--- config.mk ---
export PLATFORM = sky130hd
export DESIGN_NAME = move_input_flat
export DESIGN_NICKNAME = d
export VERILOG_FILES = /design/src/rtl/ttt_pkg.sv /design/src/rtl/move_input_if.sv /design/src/rtl/debounce_bit.sv /design/src/rtl/move_input.sv /design/src/flat_wrapper.sv
export SDC_FILE = /design/constraint.sdc
export NUM_CORES = 1
export LEC_CHECK = 0
export CAP_MARGIN = 10
export CORE_MARGIN = 2
export CORE_UTILIZATION = 52
export DETAILED_ROUTE_END_ITERATION = 8
export GPL_TIMING_DRIVEN = 0
export PLACE_DENSITY = 0.74
export REMOVE_ABC_BUFFERS = 1
export SYNTH_ARGS = -nofsm -noshare
export SYNTH_HDL_FRONTEND = slang
export SYNTH_SLANG_ARGS = --single-unit
--- constraint.sdc ---
create_clock -name clk -period 2.87 [get_ports clk]
set_input_delay 0.574 -clock clk [delete_from_list [all_inputs] [get_ports clk]]
set_output_delay 0.574 -clock clk [all_outputs]
set_load 0.02 [all_outputs]
--- src/rtl/ttt_pkg.sv ---
// ---------------------------------------------------------------------------
// ttt_pkg : FSM encoding, default debounce length and grid bit indices shared
//           by the tic-tac-toe blocks.                              rev 1.0
// ---------------------------------------------------------------------------
`default_nettype none

package ttt_pkg;

  localparam int DEBOUNCE_CYCLES_DEFAULT = 50000;

  localparam int POS_W = 9;
  typedef logic [POS_W-1:0] pos_t;

  localparam logic [1:0] ST_IDLE = 2'd0;
  localparam logic [1:0] ST_FIRE = 2'd1;
  localparam logic [1:0] ST_HOLD = 2'd2;

  // Grid square bit positions: 8 is top-left, 0 is bottom-right.
  localparam int SQ_TL = 8;
  localparam int SQ_TM = 7;
  localparam int SQ_TR = 6;
  localparam int SQ_ML = 5;
  localparam int SQ_MM = 4;
  localparam int SQ_MR = 3;
  localparam int SQ_BL = 2;
  localparam int SQ_BM = 1;
  localparam int SQ_BR = 0;

endpackage

`default_nettype wire

--- src/rtl/move_input_if.sv ---
// ---------------------------------------------------------------------------
// move_input_if : raw player inputs and the cleaned move signals handed to
//                 the game core.                                    rev 1.0
// ---------------------------------------------------------------------------
`default_nettype none

interface move_input_if;
  import ttt_pkg::*;

  pos_t sw_pos;
  logic btn_x_raw;
  logic btn_o_raw;
  pos_t sel_pos;
  logic buttonX;
  logic buttonO;
  logic busy;

  modport master (
    output sw_pos, btn_x_raw, btn_o_raw,
    input  sel_pos, buttonX, buttonO, busy
  );

  modport slave (
    input  sw_pos, btn_x_raw, btn_o_raw,
    output sel_pos, buttonX, buttonO, busy
  );

endinterface

`default_nettype wire

--- src/rtl/debounce_bit.sv ---
// ---------------------------------------------------------------------------
// debounce_bit : two-flop synchronizer followed by a stability counter that
//                toggles the debounced level after a full stable period. rev 1.0
// ---------------------------------------------------------------------------
`default_nettype none

module debounce_bit #(
  parameter int DEBOUNCE_CYCLES = ttt_pkg::DEBOUNCE_CYCLES_DEFAULT,
  parameter int CNT_W           = 16
) (
  input  logic clk,
  input  logic reset,
  input  logic raw,
  output logic db
);

  localparam logic [CNT_W-1:0] LIMIT = CNT_W'(DEBOUNCE_CYCLES);

  logic [1:0]       sync;
  logic [CNT_W-1:0] cnt;

  always_ff @(posedge clk or posedge reset) begin
    if (reset) begin
      sync <= 2'b00;
      cnt  <= '0;
      db   <= 1'b0;
    end else begin
      sync <= {sync[0], raw};
      // Toggle one cycle after the counter reaches LIMIT, so it never wraps.
      if (sync[1] == db) begin
        cnt <= '0;
      end else if (cnt >= LIMIT) begin
        db  <= ~db;
        cnt <= '0;
      end else begin
        cnt <= cnt + 1'b1;
      end
    end
  end

endmodule

`default_nettype wire

--- src/rtl/move_input.sv ---
// ---------------------------------------------------------------------------
// move_input : synchronizes switches, debounces both player buttons and turns
//              each accepted press into a one-cycle move strobe.    rev 1.0
// ---------------------------------------------------------------------------
`default_nettype none

module move_input
  import ttt_pkg::*;
#(
  parameter int DEBOUNCE_CYCLES = DEBOUNCE_CYCLES_DEFAULT,
  parameter int CNT_W           = 16
) (
  input  logic         clk,
  input  logic         reset,
  move_input_if.slave  io
);

  pos_t       pos_s1;
  pos_t       pos_s2;
  pos_t       sel_pos_q;
  logic       db_x;
  logic       db_o;
  logic [1:0] state;
  logic       fire_x;
  logic       fire_o;

  debounce_bit #(
    .DEBOUNCE_CYCLES (DEBOUNCE_CYCLES),
    .CNT_W           (CNT_W)
  ) u_db_x (
    .clk   (clk),
    .reset (reset),
    .raw   (io.btn_x_raw),
    .db    (db_x)
  );

  debounce_bit #(
    .DEBOUNCE_CYCLES (DEBOUNCE_CYCLES),
    .CNT_W           (CNT_W)
  ) u_db_o (
    .clk   (clk),
    .reset (reset),
    .raw   (io.btn_o_raw),
    .db    (db_o)
  );

  always_ff @(posedge clk or posedge reset) begin
    if (reset) begin
      pos_s1    <= '0;
      pos_s2    <= '0;
      sel_pos_q <= '0;
      fire_x    <= 1'b0;
      fire_o    <= 1'b0;
      state     <= ST_IDLE;
    end else begin
      pos_s1 <= io.sw_pos;
      pos_s2 <= pos_s1;
      case (state)
        // HOLD only exits with both levels low, so any high level seen in
        // IDLE is necessarily a fresh rising edge.
        ST_IDLE: begin
          if (db_x || db_o) begin
            sel_pos_q <= pos_s2;
            fire_x    <= db_x;
            fire_o    <= db_o;
            state     <= ST_FIRE;
          end
        end
        ST_FIRE: state <= ST_HOLD;
        ST_HOLD: begin
          if (!db_x && !db_o) begin
            state <= ST_IDLE;
          end
        end
        default: state <= ST_IDLE;
      endcase
    end
  end

  assign io.sel_pos = sel_pos_q;
  assign io.buttonX = (state == ST_FIRE) && fire_x;
  assign io.buttonO = (state == ST_FIRE) && fire_o;
  assign io.busy    = (state != ST_IDLE);

endmodule

`default_nettype wire

--- src/flat_wrapper.sv ---
// flat-port wrapper written by rule: the top's interface ports become plain ports
module move_input_flat import ttt_pkg::*;
#(
  parameter int DEBOUNCE_CYCLES = DEBOUNCE_CYCLES_DEFAULT,
  parameter int CNT_W           = 16
)
  (clk, reset, io_sw_pos, io_btn_x_raw, io_btn_o_raw, io_sel_pos, io_buttonX, io_buttonO, io_busy);
  move_input_if io_i ();
  input  logic clk;
  input  logic reset;
  input wire logic [$bits(io_i.sw_pos)-1:0] io_sw_pos;
  input wire logic [$bits(io_i.btn_x_raw)-1:0] io_btn_x_raw;
  input wire logic [$bits(io_i.btn_o_raw)-1:0] io_btn_o_raw;
  output wire logic [$bits(io_i.sel_pos)-1:0] io_sel_pos;
  output wire logic [$bits(io_i.buttonX)-1:0] io_buttonX;
  output wire logic [$bits(io_i.buttonO)-1:0] io_buttonO;
  output wire logic [$bits(io_i.busy)-1:0] io_busy;
  assign io_i.sw_pos = io_sw_pos;
  assign io_i.btn_x_raw = io_btn_x_raw;
  assign io_i.btn_o_raw = io_btn_o_raw;
  assign io_sel_pos = io_i.sel_pos;
  assign io_buttonX = io_i.buttonX;
  assign io_buttonO = io_i.buttonO;
  assign io_busy = io_i.busy;
  move_input #(.DEBOUNCE_CYCLES(DEBOUNCE_CYCLES), .CNT_W(CNT_W)) u_core (.clk(clk), .reset(reset), .io(io_i));
endmodule
---- Word-level counts from Yosys, hierarchy flattened ----
Cells that the tools add are included.
storage, ports and cells
  flip-flop bits (word level) ............. 69
  input bits .............................. 13
  output and inout port bits .............. 12
  word-level logic and storage cells ...... 45
cells by class
  $add $sub $neg .......................... 2
  $lt $le $gt $ge ......................... 2
  equal/unequal tests ..................... 6
  muxes and demuxes ....................... 7
  bitwise operators ....................... 4
  reductions and logical operators ........ 12
operators by type and width
  operator                                                   number
  2-to-1 mux 16 bit                                          4
  adder 16 x 1 -> 16 bit, second input constant              2
  greater-or-equal comparator 16 bit, second input constant  2
  AND reduction 2 bit                                        4
  one-hot mux 2 bit (3 select lines)                         1
  2-to-1 mux 2 bit                                           2
  inequality test 2 x 1 -> 1 bit, second input constant      2
  NOT 1 bit                                                  4
  logical AND 1 bit                                          3
  == test 1 bit                                              2
  == test 2 x 1 -> 1 bit, second input constant              1
  == test 2 bit, second input constant                       1
  zero test 1 bit                                            2
  zero test 2 bit                                            1
  nonzero test 2 bit                                         1
  logical OR 1 bit                                           1

---- Logic depth before layout (Yosys ltp) ----
  depth in word-level cells ............... 4
  gate-level depth with buffers ........... 6
  gate-level depth less buffers ........... 5

---- Hierarchy ----
A second synthesis with hierarchy kept.
unflattened totals
  cell total of the unflattened synthesis .. 240
  area total of the unflattened synthesis .. 2829.0 um^2
by module, submodules not included
  module        times used  cells an instance  area each (um^2)  seq. area each (um^2)
  debounce_bit  2           92                 932.1             475.5
  move_input    1           56                 964.7             775.7

---- Worst setup path after synthesis ----
No wires, ideal clock.
  kind .................................... reg2reg
  start point ............................. reg u_core.state[0]
  end point ............................... reg u_core.sel_pos_q[0] (netlist: u_core.io.sel_pos[0])
  library setup time ...................... 0.125 ns
  arrival ................................. 1.371 ns
  required time ........................... 2.745 ns
  slack ................................... 1.374 ns
  cell stages (with the launch flop) ...... 5
  path buffers ............................ 0
  clock period less this slack ............ 1.496 ns
  cell sequence ........................... dfrtp_1 nor2_1 inv_1 nor2_2 mux2_2
between the ends
  longest elaborated chain between the ends .. 2
RTL lines
  element                               line              text
  start, declared                       move_input.sv:23  logic [1:0] state;
  start signal, assigned                move_input.sv:54  state <= ST_IDLE;
  start signal, assigned                move_input.sv:66  state <= ST_FIRE;
  start signal, assigned                move_input.sv:69  ST_FIRE: state <= ST_HOLD;
  zero test 2 bit                       move_input.sv:58  case (state)
  AND reduction 2 bit (no source line)  n/a
  end signal, assigned                  move_input.sv:63  sel_pos_q <= pos_s2;
  end, declared                         move_input.sv:20  pos_t sel_pos_q;
No other way between the ends.
A chain may end at the register's enable or synchronous reset.

---- Worst setup path after layout ----
  start point ............................. reg u_core.state[1]
  end point ............................... out io_buttonO
between the ends
  longest elaborated chain between the ends .. 2
RTL lines
  element                 line                text
  == test 2 x 1 -> 1 bit  move_input.sv:82    assign io.buttonO = (state == ST_FIRE) && fire_o;
  logical AND 1 bit       move_input.sv:82
  end, declared           flat_wrapper.sv:16  output wire logic [$bits(io_i.buttonO)-1:0] io_buttonO;
No other way between the ends.

==> out/results.txt <==
Status: finished, final reports clean
Die ar.: 5960 um2
Asr flop ratio synth: 100%
IO Count: 25
Crit path max fanout: 3
DP Wirelength: 2.97 mm
Core area: 5140 um2
Maximum clock insertion buffer count: 2
Seq/Total Area, Yosys: 62.0%
Port Buffer Count: 24
Reg area: 1730 um2
Syn Std Cell Area: 2790 um2
WL final: 4.41 mm
Worst Setup Start Kind: flip-flop
Layout cell share with drive strength beyond 1: 12.4%
CP Capture Type: output port
RSZ-0062 raised after global routing: false
Crit path DAT: 1610 ps
WP data required: 2300 ps
Placed cell areas: 3110 um2
Worst IR Drop VDD: 0.430 mV
FMAX: 458 MHz
Worst r2r src: u_core.state[0]
Critical path's top delay family: buffers and inverters
Post-route minimum period: 2180 ps
Die H: 77.2 um
Max-slew headroom: 40.4%
Layout Skew: 6.80 ps
Commonest non-fill, non-tap cell in the layout: dfrtp_1
Maximum number of pins on one net before global-route repair: 45
Cells along the critical path: nand2b_1 -> nor2_1 -> clkdlybuf4s50_1
Synth cell types: 28
Hold_buf cts: 0
CTS Root Cell: clkbuf_8
Slowest cell on the critical path: clkdlybuf4s50_1
First-pass GRT wire length: 7.89 mm
Worst Hold Path Cells: 0
Hold Vio Cnt, Final: 0
Post-synth EDFFs: 0
Measured slew at the worst slew-check pin: 892 ps
Placer Congestion: 0.813
Fill cell count: 414
Critical Path Start: u_core.state[1]
Nets@finish: 287
Pre-antenna DRT Iters: 4
Starting Density: 54.2%
GRT Overall Usage: 17.1%
Std cell rows: 26
Crit path depth: 3
Routed wire per std cell: 12.8 um
Power per cell area: 577 nW/um2
ANT cells: 0
H-tree levels: 3
Hold_sp: u_core.u_db_o.sync[0]
Post-CTS Setup Inserts: 0
Hold WC Path Type: reg2reg
Critical path class: reg2out
TritonCTS Buffers: 9
Post-synthesis register bit count: 69
Critical path's largest stage delay: 610 ps
Clock sinks: 69
Vias/cell: 5.02
Violation count after the first detailed-route iteration: 75
Final core occ: 64.8%
Routed via count: 1732
Fin Hold WS: 350 ps
Final Setup Violations: 0
Max-slew violations: 0
DRC: 0
Commonest register cell after synthesis: dfrtp_1
Worst skew pair latency: 340 ps
Reg2Reg Depth: 4
CTS tree: built
CP Buf/Inv Count: 1
Leak: 1.48 nW
Global route total overflow: 0
Cells after synthesis: 238
Initial antenna violation count: 0
Max-cap violation count: 0
Final period utilization: 76.1%
Die Width: 77.2 um
Final Instance Area: 3330 um2
Post-synthesis area per instance: 11.7 um2
Post-CTS Resized: 0
Area grow syn2layout: 19.6%
Antenna violation net count after detailed routing: 0
Vias in the first global route: 1787
Syn. warnings: 0
Commonest non-fill, non-tap cells in the layout: dfrtp_1, nor2_1, clkdlybuf4s50_1
Clock transition at the registers of the reported paths: 80 ps
Multi-input gate area: 988 um2
layout make-up:
type | count | share of cell area [%]
clock buffer | 9 | 3.72
clock inverter | 7 | 3.00
inverter | 12 | 1.35
multi-input combinational | 153 | 29.7
sequential | 69 | 51.8
tap | 70 | 2.63
timing repair buffer | 25 | 7.81
cell usage after synthesis, drive strengths merged (5+ instances only):
master	instances	area, um2
nor2	39	149
nand3	8	40.0
nand2	15	56.3
nor4	5	31.3
xor2	13	114
nand4	13	87.6
dfrtp	69	1730
nor3	5	25.0
inv	12	45.0
xnor2	15	131
mux2	11	124
power by group:
part | leakage, nW | switching (mW) | internal [mW]
Combinational | 0.454 | 0.0345 | 0.0265
Sequential | 0.908 | 0.0134 | 0.994
Clock | 0.113 | 0.361 | 0.493
logic make-up (layout without fill, tap and decap cells):
family	Yosys count	in the layout	share of synthesized area (%)
adders and majority gates	4	4	1.80
AOI/OAI and AO/OA	15	15	3.68
xor gates and xnor gates	28	28	8.80
muxes	11	11	4.45
buffers and inverters	16	53	2.56
DFF	69	69	62.0
and+or+nand+nor	95	95	16.7
stage by stage:
| stage | setup TNS (ps) | setup WS [ps] | std cells | power, mW |
|---|---|---|---|---|
| 4_1_cts | 0 | 659 | 345 | 1.96 |
| 2_1_floorplan | 0 | 556 | 234 | 1.06 |
| 6_report | 0 | 686 | 345 | 1.92 |
| 3_5_place_dp | 0 | 1040 | 329 | 1.09 |
| 5_1_grt | 0 | 591 | 345 | 2.01 |
| 3_3_place_gp | -33810 | -492 | 328 | 1.08 |
routing by layer:
metal | part of all wire [%] | global-route usage, %
met1 | 46 | 20.3
met2 | 49 | 28.0
met3 | 3.8 | 7.06
met4 | 1.3 | 5.89
met5 | 0 | 0
flip-flops by register name, indices dropped and copies added (netlist names):
name	count
u_core.io.sel_pos	9
u_core.state	2
u_core.fire_x	1
u_core.u_db_o.db	1
u_core.pos_s2	9
u_core.u_db_x.cnt	16
u_core.pos_s1	9
u_core.fire_o	1
u_core.u_db_x.db	1
u_core.u_db_x.sync	2
u_core.u_db_o.cnt	16
u_core.u_db_o.sync	2
worst paths after layout:
path	end	slack [ps]
worst max-delay path	io_buttonO	690
worst min-delay path	u_core.u_db_o.sync[1]	350
worst max register to register	u_core.io.sel_pos[6]	1250
worst min register to register	u_core.u_db_o.sync[1]	350
max in group asynchronous	u_core.u_db_x.cnt[5]	1480
min in group asynchronous	u_core.pos_s1[4]	760
No activity file was read; power rests on OpenSTA's default activity.
